--- config.mk ---
export PLATFORM = sky130hd
export DESIGN_NAME = multdiv_ctrl
export DESIGN_NICKNAME = d
export VERILOG_FILES = /design/src/rtl/multdiv_ctrl.sv
export SDC_FILE = /design/constraint.sdc
export NUM_CORES = 1
export LEC_CHECK = 0
export CORE_MARGIN = 5
export CORE_UTILIZATION = 40
export DETAILED_ROUTE_END_ITERATION = 12
export PLACE_DENSITY = 0.61
export SYNTH_ARGS = -nofsm -noshare
export SYNTH_HDL_FRONTEND = slang
export SYNTH_SLANG_ARGS = --single-unit
--- constraint.sdc ---
create_clock -name clock -period 4.1 [get_ports clock]
set_input_delay 0.615 -clock clock [delete_from_list [all_inputs] [get_ports clock]]
set_output_delay 0.615 -clock clock [all_outputs]
set_load 0.01 [all_outputs]
--- src/rtl/multdiv_ctrl.sv ---
// rtl/multdiv_ctrl.sv - iterative signed 32-bit multiply/divide unit with fixed 33-cycle latency
//
// One shared 65-bit {hi_q, lo_q} register pair does both jobs. Multiply runs a
// right-shifting shift-add with the multiplier in lo_q. Divide runs a left-shifting
// restoring divide: the dividend starts in lo_q and the quotient bits replace it.
// Both operate on magnitudes; the sign is fixed up on the edge that enters DONE.

module multdiv_ctrl (
    input  logic        clock,
    input  logic        reset_n,
    input  logic [31:0] data_operandA,
    input  logic [31:0] data_operandB,
    input  logic        ctrl_MULT,
    input  logic        ctrl_DIV,
    output logic [31:0] data_result,
    output logic        data_exception,
    output logic        data_resultRDY
);

    typedef enum logic [1:0] {
        S_IDLE = 2'd0,
        S_MUL  = 2'd1,
        S_DIV  = 2'd2,
        S_DONE = 2'd3
    } state_t;

    state_t      state_q;
    logic [5:0]  cnt_q;
    logic        sign_a_q;
    logic        sign_b_q;
    logic [32:0] mag_q;      // multiplicand (MUL) or divisor (DIV) magnitude
    logic [32:0] hi_q;       // product high part (MUL) or partial remainder (DIV)
    logic [31:0] lo_q;       // multiplier / dividend, shifted out as quotient/product bits arrive
    logic [31:0] result_q;
    logic        exc_q;
    logic        rdy_q;

    logic        start;
    logic [32:0] mag_a;
    logic [32:0] mag_b;
    logic [33:0] mul_sum;
    logic [32:0] mul_hi_d;
    logic [31:0] mul_lo_d;
    logic [32:0] rem_sh;
    logic [33:0] trial;
    logic [32:0] div_hi_d;
    logic [31:0] div_lo_d;
    logic        neg;
    logic [63:0] prod_mag;
    logic [63:0] prod;
    logic        mul_exc;
    logic        div_zero;
    logic [31:0] quot;
    logic [31:0] div_res;
    logic        div_exc;

    assign start = ctrl_MULT | ctrl_DIV;

    // Operand magnitudes, 33 bits so that |0x80000000| = 2^31 is representable
    always_comb begin
        mag_a = data_operandA[31] ? (33'd0 - {1'b1, data_operandA}) : {1'b0, data_operandA};
        mag_b = data_operandB[31] ? (33'd0 - {1'b1, data_operandB}) : {1'b0, data_operandB};
    end

    // One shift-add step: add multiplicand when the current multiplier bit is set, shift right
    always_comb begin
        mul_sum  = {1'b0, hi_q} + (lo_q[0] ? {1'b0, mag_q} : 34'd0);
        mul_hi_d = mul_sum[33:1];
        mul_lo_d = {mul_sum[0], lo_q[31:1]};
    end

    // One restoring-divide step: shift next dividend bit into the remainder, keep the subtraction if it fits
    always_comb begin
        rem_sh = {hi_q[31:0], lo_q[31]};
        trial  = {1'b0, rem_sh} - {1'b0, mag_q};
        if (!trial[33]) begin
            div_hi_d = trial[32:0];
            div_lo_d = {lo_q[30:0], 1'b1};
        end else begin
            div_hi_d = rem_sh;
            div_lo_d = {lo_q[30:0], 1'b0};
        end
    end

    // Sign correction and exception detection for the finished magnitude result
    always_comb begin
        neg      = sign_a_q ^ sign_b_q;
        prod_mag = {hi_q[31:0], lo_q};
        prod     = neg ? (64'd0 - prod_mag) : prod_mag;
        mul_exc  = (prod[63:32] != {32{prod[31]}});
        div_zero = (mag_q == 33'd0);
        quot     = neg ? (32'd0 - lo_q) : lo_q;
        // A positive quotient of magnitude 2^31 only arises from 0x80000000 / -1
        div_exc  = div_zero | (~neg & lo_q[31]);
        div_res  = div_zero ? 32'd0 : quot;
    end

    // Control FSM and datapath: a start pulse in any state reloads and restarts
    always_ff @(posedge clock or negedge reset_n) begin
        if (!reset_n) begin
            state_q  <= S_IDLE;
            cnt_q    <= 6'd0;
            sign_a_q <= 1'b0;
            sign_b_q <= 1'b0;
            mag_q    <= 33'd0;
            hi_q     <= 33'd0;
            lo_q     <= 32'd0;
            result_q <= 32'd0;
            exc_q    <= 1'b0;
            rdy_q    <= 1'b0;
        end else if (start) begin
            cnt_q    <= 6'd0;
            sign_a_q <= data_operandA[31];
            sign_b_q <= data_operandB[31];
            hi_q     <= 33'd0;
            rdy_q    <= 1'b0;
            if (ctrl_MULT) begin
                state_q <= S_MUL;
                mag_q   <= mag_a;
                lo_q    <= mag_b[31:0];
            end else begin
                state_q <= S_DIV;
                mag_q   <= mag_b;
                lo_q    <= mag_a[31:0];
            end
        end else begin
            case (state_q)
                S_MUL, S_DIV: begin
                    // cnt_q reaches 32 only after the 32nd iteration, so bit 5 ends the loop
                    if (cnt_q[5]) begin
                        state_q  <= S_DONE;
                        rdy_q    <= 1'b1;
                        result_q <= (state_q == S_MUL) ? prod[31:0] : div_res;
                        exc_q    <= (state_q == S_MUL) ? mul_exc : div_exc;
                    end else begin
                        cnt_q <= cnt_q + 6'd1;
                        hi_q  <= (state_q == S_MUL) ? mul_hi_d : div_hi_d;
                        lo_q  <= (state_q == S_MUL) ? mul_lo_d : div_lo_d;
                    end
                end
                S_DONE: begin
                    state_q <= S_IDLE;
                    rdy_q   <= 1'b0;
                end
                default: begin
                    state_q <= S_IDLE;
                    rdy_q   <= 1'b0;
                end
            endcase
        end
    end

    assign data_result    = result_q;
    assign data_exception = exc_q;
    assign data_resultRDY = rdy_q;

endmodule

==> metrics.md, run 1 <==
| Metric | Value |
|---|---|
| Pwr Density | `around 340 nW/um2` |
| LEAKAGE | `7.091 nW` |
| Worst path required time | `approximately 4.4 ns` |
| Slew Limit Headroom | `0.4047` |
| RSZ-0062 raised after global routing | `false` |
| Core area | `34290 um2` |
| Worst path slowest cell | `nor4_2` |
| Mux share of post-synthesis cell area | `0.04177` |
| Synth Warn # | `0` |
| CTS tree | `done` |
| Post-synth net total | `1916` |
| Crit path top cell by count | `a21oi_1` |
| Main synth FF type | `dfrtp_1` |
| Crit Path Category | `register to register` |
| Reg2Reg Setup Slack | `0.16 ns` |
| Post-Synth Adder-Cell Area | `0.06737` |
| # resized after CTS | `0` |
| Ys async rst share | `1.000` |
| Placer Congestion | `approximately 0.95` |
| Hpwl dp | `about 39000 um` |
| CTS Buf Count | `17` |
| Max-cap violations | `0` |
| GRT Total Usage | `0.2571` |
| Initial antenna violation count | `0` |
| Worst slew pin tran | `between 0.8 and 0.9 ns` |
| Outcome | `complete, no violations` |
| Worst reg2reg path depth | `10` |
| Fillers | `3428` |
| Final Net Count | `slightly above 2000` |
| Post-synth EDFFs | `0` |
| # hold bufs at CTS | `0` |
| Pin count of the biggest net entering global routing | `90` |
| Synth Cell Area | `around 14000 um2` |
| Sequential area share after synthesis | `0.2579` |
| Crit path cell chain | `nor4_2, and4b_1, nand3_1, o41ai_1, xor2_1, nor4_1, a31o_2, a21oi_1, a2111oi_0, a21oi_1` |
| Vias in the first global route | `between 10000 and 15000` |
| Total gr overflow | `0` |
| Die H | `about 200 um` |
| Hold Crit Class | `input pin to asynchronous set/reset pin` |
| Initial core utilization | `0.4019` |
| Final hold vios | `0` |
| Register area | `about 3600 um2` |
| Smallest setup slack after layout | `around 0.16 ns` |
| Die Width | `195.6 um` |
| Area of the multi-input gates | `slightly below 10000 um2` |
| Antenna cells | `0` |
| Mean post-synth cell area | `roughly 7.8 um2` |
| Worst R2R Start | `lo_q[23]` |
| Number of routed nets with antenna violations | `0` |
| CP arrival | `about 4.2 ns` |
| Worst-path clk slew | `0.06 ns` |
| Fin crit share | `0.9616` |
| CTS Root Cell | `clkbuf_16` |
| First-pass GRT wire length | `78260 um` |
| DRC | `0` |
| Setup TNS | `0 ns` |
| 1st-pass router iterations | `7` |
| Clk_skew | `~0.018 ns` |
| Simple-Gate Fraction of Synth Area | `0.2099` |
| CTS H-Tree Depth | `4` |
| Setup slack at placement | `0.04290 ns` |
| Post-Route WL | `50310 um` |
| Reg-to-Reg End | `data_exception` |
| Synth Area in Compound Gates | `0.2618` |
| Clk_lat worst skew | `~0.44 ns` |
| Top Ports | `between 100 and 150` |
| CP max stage delay | `roughly 0.65 ns` |
| CP endpoint kind | `register` |
| Worst setup SP type | `register` |
| Iter 0 DRT Violations | `between 1000 and 1500` |
| Fin crit period | `between 3 and 4 ns` |
| Number of library cell types mapped by synthesis | `78` |
| Post-synthesis cell count | `~1800` |
| Port-buffer cells | `101` |
| Via count | `14080` |
| Layout overhead on the synthesized area | `18.24%` |
| CP Max Fanout | `7` |
| Final core occ | `0.4752` |
| Post-Synth XOR/XNOR Area | `0.1150` |
| Max VDD drop | `roughly 320 uV` |
| Seq cells post-synth | `~140` |
| Max-slew violation count | `0` |
| Full die area | `roughly 38000 um2` |
| Post-CTS Setup Bufs | `0` |
| Wire per inst | `around 21 um` |
| Setup violations, final | `0` |
| Share of cells above drive strength 1 | `0.08413` |
| Largest family of logic cells by synthesized area | `compound AO/OA/AOI/OAI gates` |
| CTS max path bufs | `2` |
| Site Rows | `68` |
| Vias per inst | `between 6 and 7` |
| CTS sink cnt | `roughly 140` |
| Maximum clock frequency | `253.6 MHz` |
[sequential cells by signal, summed over array words and instances, names as in the netlist, 2 cells and up]
register and flops:
state_q 2, cnt_q 6, lo_q 32, data_result 32
hi_q 33, mag_q 33
[worst max-delay path, delay by kind of cell (launching register included)]
family	cells	cell delay, ns
AO/OA/AOI/OAI	5	1.46
flip-flops	1	0.39
AND/OR/NAND/NOR	4	1.76
XOR/XNOR	1	0.20
[cells in the final DEF (no fill, tap or decap), types with 21 or more instances in the layout]
| master | Yosys | routed |
|---|---|---|
| nor2_1 | 175 | 173 |
| nand2_1 | 205 | 205 |
| inv_1 | 54 | 54 |
| buf_4 | 1 | 86 |
| dfrtp_1 | 142 | 142 |
| xnor2_1 | 90 | 89 |
| ha_1 | 71 | 70 |
| nand3_1 | 24 | 24 |
| o21ai_0 | 158 | 158 |
| o31ai_1 | 21 | 21 |
| mux2i_1 | 53 | 53 |
| nor3_1 | 42 | 42 |
| xor2_1 | 91 | 90 |
| a211oi_1 | 26 | 26 |
| a21o_1 | 41 | 41 |
| nand2b_1 | 28 | 28 |
| a21oi_1 | 126 | 126 |
| nor4_1 | 24 | 24 |
| o211ai_1 | 21 | 21 |
| clkdlybuf4s50_1 | 0 | 98 |
[per-layer routing]
| metal | up-vias | part of all wire | routed length [um] | global-route usage |
|---|---|---|---|---|
| met3 | 70 | 0.077 | 3871 | 0.04917 |
| met2 | 536 | 0.44 | 22020 | 0.3959 |
| li1 | 6643 | - | - | - |
| met4 | 0 | 0.025 | 1242 | 0.06905 |
| met1 | 6835 | 0.46 | 23180 | 0.3697 |
| met5 | - | 0 | 0 | 0 |
[kinds of logic (layout without fill, tap and decap cells)]
family                   Yosys count  count (layout)
AND/OR/NAND/NOR                  603             603
adder cells (fa/ha/maj)           73              73
multiplexers                      57              57
flip-flops                       142             142
buffers and inverters            164             279
AO/OA/AOI/OAI                    555             555
XOR/XNOR                         181             181
[cells in the mapped netlist (all sizes together), types with 5 or more instances]
cell / instances / area [um2]
a2111oi: 12 / 105.1
xor2: 91 / 797.0
a31o: 5 / 43.79
o21a: 12 / 90.09
and3: 8 / 50.05
nor4: 29 / 239.0
inv: 55 / 206.4
a22o: 19 / 166.4
o211ai: 21 / 157.7
a21o: 41 / 307.8
o21bai: 12 / 90.09
o21ai: 159 / 795.8
a31oi: 20 / 125.1
o41ai: 17 / 163.9
a211oi: 26 / 195.2
or3: 16 / 105.1
o31a: 6 / 52.55
nand2: 205 / 769.5
a41oi: 7 / 61.31
o221ai: 6 / 52.55
nor2: 175 / 656.9
ha: 71 / 888.4
nor3: 44 / 230.2
mux2i: 53 / 530.5
a21oi: 126 / 630.6
nand4: 11 / 75.07
or4: 15 / 120.1
nand3: 24 / 120.1
nor2b: 14 / 87.58
o31ai: 22 / 178.9
clkbuf: 85 / 319.1
dfrtp: 142 / 3553
and2: 10 / 62.56
nand3b: 6 / 45.04
xnor2: 90 / 788.3
nand2b: 28 / 175.2
buf: 22 / 103.9
or2: 5 / 31.28
a2bb2oi: 5 / 43.79
a211o: 6 / 52.55
[power breakdown]
part	leakage, nW	switching (W)	internal, W
clock	0.298	0.000684	0.00102
sequential	1.83	0.000195	0.00152
combinational	4.97	0.00130	0.000865
total	7.09	0.00218	0.00340
[area by class of cell]
cell class                 count  area share
clock buffer                  19     0.02657
clock inverter                13     0.01160
inverter                      57     0.01313
multi-input combinational   1469      0.5908
sequential                   142      0.2181
tap                          455     0.03494
timing repair buffer         190      0.1048
[stage by stage]
step                hold slack, ns  std cells  instance area [um2]  power (W)
global route                0.3440       2345                16290   0.005856
global placement            0.4617       2313                15670   0.003829
detailed placement          0.4696       2313                15670   0.003851
CTS                         0.3151       2345                16290   0.005554
floorplan                   0.3194       1775                13780   0.003071
finish                      0.2751       2345                16290   0.005586
[worst max-delay path by stage]
| stage | endpoint | from |
|---|---|---|
| after floorplan | hi_q[29] | hi_q[11] |
| after global placement | lo_q[29] | data_operandA[7] |
| after detailed placement | lo_q[29] | data_operandA[8] |
| after CTS | hi_q[29] | mag_q[12] |
| after global routing | data_exception | lo_q[23] |
| final | data_exception | lo_q[23] |
Note: power is estimated with default switching activity, not from simulation.
==> run 2: changes to the inputs <==
CTS_CLUSTER_DIAMETER = 50   (was not set)
PLACE_DENSITY = not set   (was 0.61)
==> run 2 against run 1 <==
Net effect: critical path depth stayed put; clock skew is 0.0037 ns lower; global-route usage up 0.50 points; design area is 0.62% higher; sequential share of layout area down 0.13 points; combinational power up 3%; clock power shrank 8%; worst setup slack lost 0.044 ns; utilization is 0.30 points higher.
==> metrics.md, run 2 (synthesis gave the netlist of run 1 again) <==
| Metric | Value |
|---|---|
| Outcome | `complete, no violations` |
| Maximum clock frequency | `250.8 MHz (-1.1%)` |
| CP arrival | `4.29 ns (+0.05 ns)` |
| Max-slew violation count | `0 (unchanged)` |
| Worst path required time | `4.41 ns (about the same)` |
| Vias per inst | `5.943 (-1.0%)` |
| Layout overhead on the synthesized area | `18.98%` |
| Number of routed nets with antenna violations | `0 (unchanged)` |
| Reg2Reg Setup Slack | `0.11 ns (-0.04 ns)` |
| Worst-path clk slew | `0.07 ns (about the same)` |
| Top Registers | `hi_q: 33 flops, mag_q: 33 flops` |
| CTS max path bufs | `2 (unchanged)` |
| Crit path top cell by count | `a21oi_1` |
| CP startpoint | `lo_q[9]` |
| Reg-to-Reg End | `data_exception` |
| Pwr Density | `334.7 nW/um2 (-2.4%)` |
| Port-buffer cells | `101 (unchanged)` |
| Setup TNS | `0 ns (unchanged)` |
| CTS tree | `done` |
| Fillers | `3374 (-1.6%)` |
| Vias in the first global route | `13780 (+3.6%)` |
| Setup violations, final | `0 (unchanged)` |
| Max-cap violations | `0 (unchanged)` |
| Final hold vios | `0 (unchanged)` |
| Via count | `14060 (-0.16%)` |
| WHS | `0.2317 ns (-0.04340 ns)` |
| Slew Limit Headroom | `0.3665 (-0.03826)` |
| Iter 0 DRT Violations | `1306 (-0.46%)` |
| Worst reg2reg path depth | `10 (unchanged)` |
| Initial antenna violation count | `0 (unchanged)` |
| Fin crit share | `0.9724 (+0.01083)` |
| Worst R2R Start | `lo_q[9]` |
| Full die area | `38260 um2 (unchanged)` |
| Max VDD drop | `302.2 uV (-4.7%)` |
| LEAKAGE | `7.172 nW (+1.1%)` |
| Placer Congestion | `0.9639 (+1.1%)` |
| First-pass GRT wire length | `80070 um (+2.3%)` |
| Top Ports | `102 (unchanged)` |
| Fin crit period | `3.987 ns (+0.04442 ns)` |
| CTS Buf Count | `17 (unchanged)` |
| Crit path cell chain | `nor4_4, nand4_2, or3_1, nor3_1, a21oi_1, xor2_1, nor4bb_1, a31oi_1, a2111oi_0, a21oi_1` |
| Die Width | `195.6 um (unchanged)` |
| Wire per inst | `21.50 um (+0.23%)` |
| Crit Path Category | `register to register` |
| Commonest cells after routing, fill and taps aside | `205 x nand2_1, 173 x nor2_1, 157 x o21ai_0` |
| Area of the multi-input gates | `9628 um2 (about the same)` |
| DRC | `0 (unchanged)` |
| Clk_skew | `0.01400 ns (-0.003742 ns)` |
| Initial core utilization | `0.4019 (unchanged)` |
| CP max stage delay | `0.60 ns (-0.05 ns)` |
| CP top delay family | `simple AND/OR/NAND/NOR gates` |
| Die H | `195.6 um (unchanged)` |
| CTS Root Cell | `clkbuf_16` |
| Worst path slowest cell | `a2111oi_0` |
| Worst slew pin tran | `0.9473 ns (+0.05442 ns)` |
| CP Max Fanout | `8 (+1)` |
| Post-Route WL | `50870 um (+1.1%)` |
| Site Rows | `68 (unchanged)` |
| GRT Total Usage | `0.2621 (+0.005032)` |
| Core area | `34290 um2 (unchanged)` |
| Commonest non-fill, non-tap cell in the layout | `nand2_1` |
| CP endpoint kind | `register` |
| Buffers and inverters on the worst path | `0 (unchanged)` |
| Clk_lat worst skew | `0.44 ns (about the same)` |
| Pin count of the biggest net entering global routing | `88 (-2.2%)` |
| Total gr overflow | `0 (unchanged)` |
| Post-CTS Setup Bufs | `0 (unchanged)` |
| 1st-pass router iterations | `5 (-2)` |
| CTS H-Tree Depth | `4 (unchanged)` |
| Worst setup SP type | `register` |
| RSZ-0062 raised after global routing | `false` |
| Hpwl dp | `39040 um (+1.2%)` |
| Critical path endpoint | `data_exception` |
| Crit path depth | `10 (unchanged)` |
| Hold Crit Class | `input pin to asynchronous set/reset pin` |
| Final Net Count | `2040 (+1.1%)` |
| # hold bufs at CTS | `0 (unchanged)` |
| CTS sink cnt | `142 (unchanged)` |
| Register area | `3553 um2 (unchanged)` |
| Antenna cells | `0 (unchanged)` |
| Share of cells above drive strength 1 | `0.09419 (+0.01006)` |
| # resized after CTS | `0 (unchanged)` |
## run 2: changes by cell type in the layout (fill, tap and decap cells not counted), moves of 2 or more
cell        change
clkinvlp_4      +2
clkinv_4        -3
bufinv_16       -2
buf_4          +23
## run 2: metal layers
layer / up-vias / global-route usage / part of all wire
met3: 75 / 0.04779 / 0.069
met4: 0 / 0.07577 / 0.024
li1: 6668 / - / -
met5: - / 0 / 0
met1: 6798 / 0.3733 / 0.46
met2: 521 / 0.4071 / 0.45
## run 2: cell type report
class                           count  share of cell area
Clock buffer                       21             0.02747
Tap cell                          455             0.03472
Timing Repair Buffer              212              0.1135
Clock inverter                     10            0.007021
Multi-Input combinational cell   1469              0.5873
Sequential cell                   142              0.2167
Inverter                           57             0.01328
## run 2: stage by stage
step                std cells  total power, W    util  setup slack [ns]  area [um2]
detailed placement       2335        0.003889  0.4615           0.04627       15820
CTS                      2366        0.005469  0.4780            0.2410       16390
global route             2366        0.005772  0.4781           0.03460       16390
global placement         2335        0.003868  0.4615           0.07796       15820
floorplan                1775        0.003071       -            0.6575       13780
finish                   2366        0.005488  0.4781            0.1130       16390
## run 2: how the worst min path moves through the flow
stage                         start         endpoint  slack, ns
floorplan                   reset_n         cnt_q[0]       0.32
global placement    data_result[24]  data_result[24]       0.46
detailed placement  data_result[31]  data_result[31]       0.47
CTS                         reset_n   data_result[9]       0.25
global route                reset_n   data_result[9]       0.28
finish                      reset_n   data_result[9]       0.23
## run 2: power by group
| group | switching (W) | leakage (nW) | internal (W) |
|---|---|---|---|
| Clock | 0.000661 | 0.269 | 0.000908 |
| Sequential | 0.000174 | 1.83 | 0.00152 |
| Combinational | 0.00134 | 5.08 | 0.000890 |
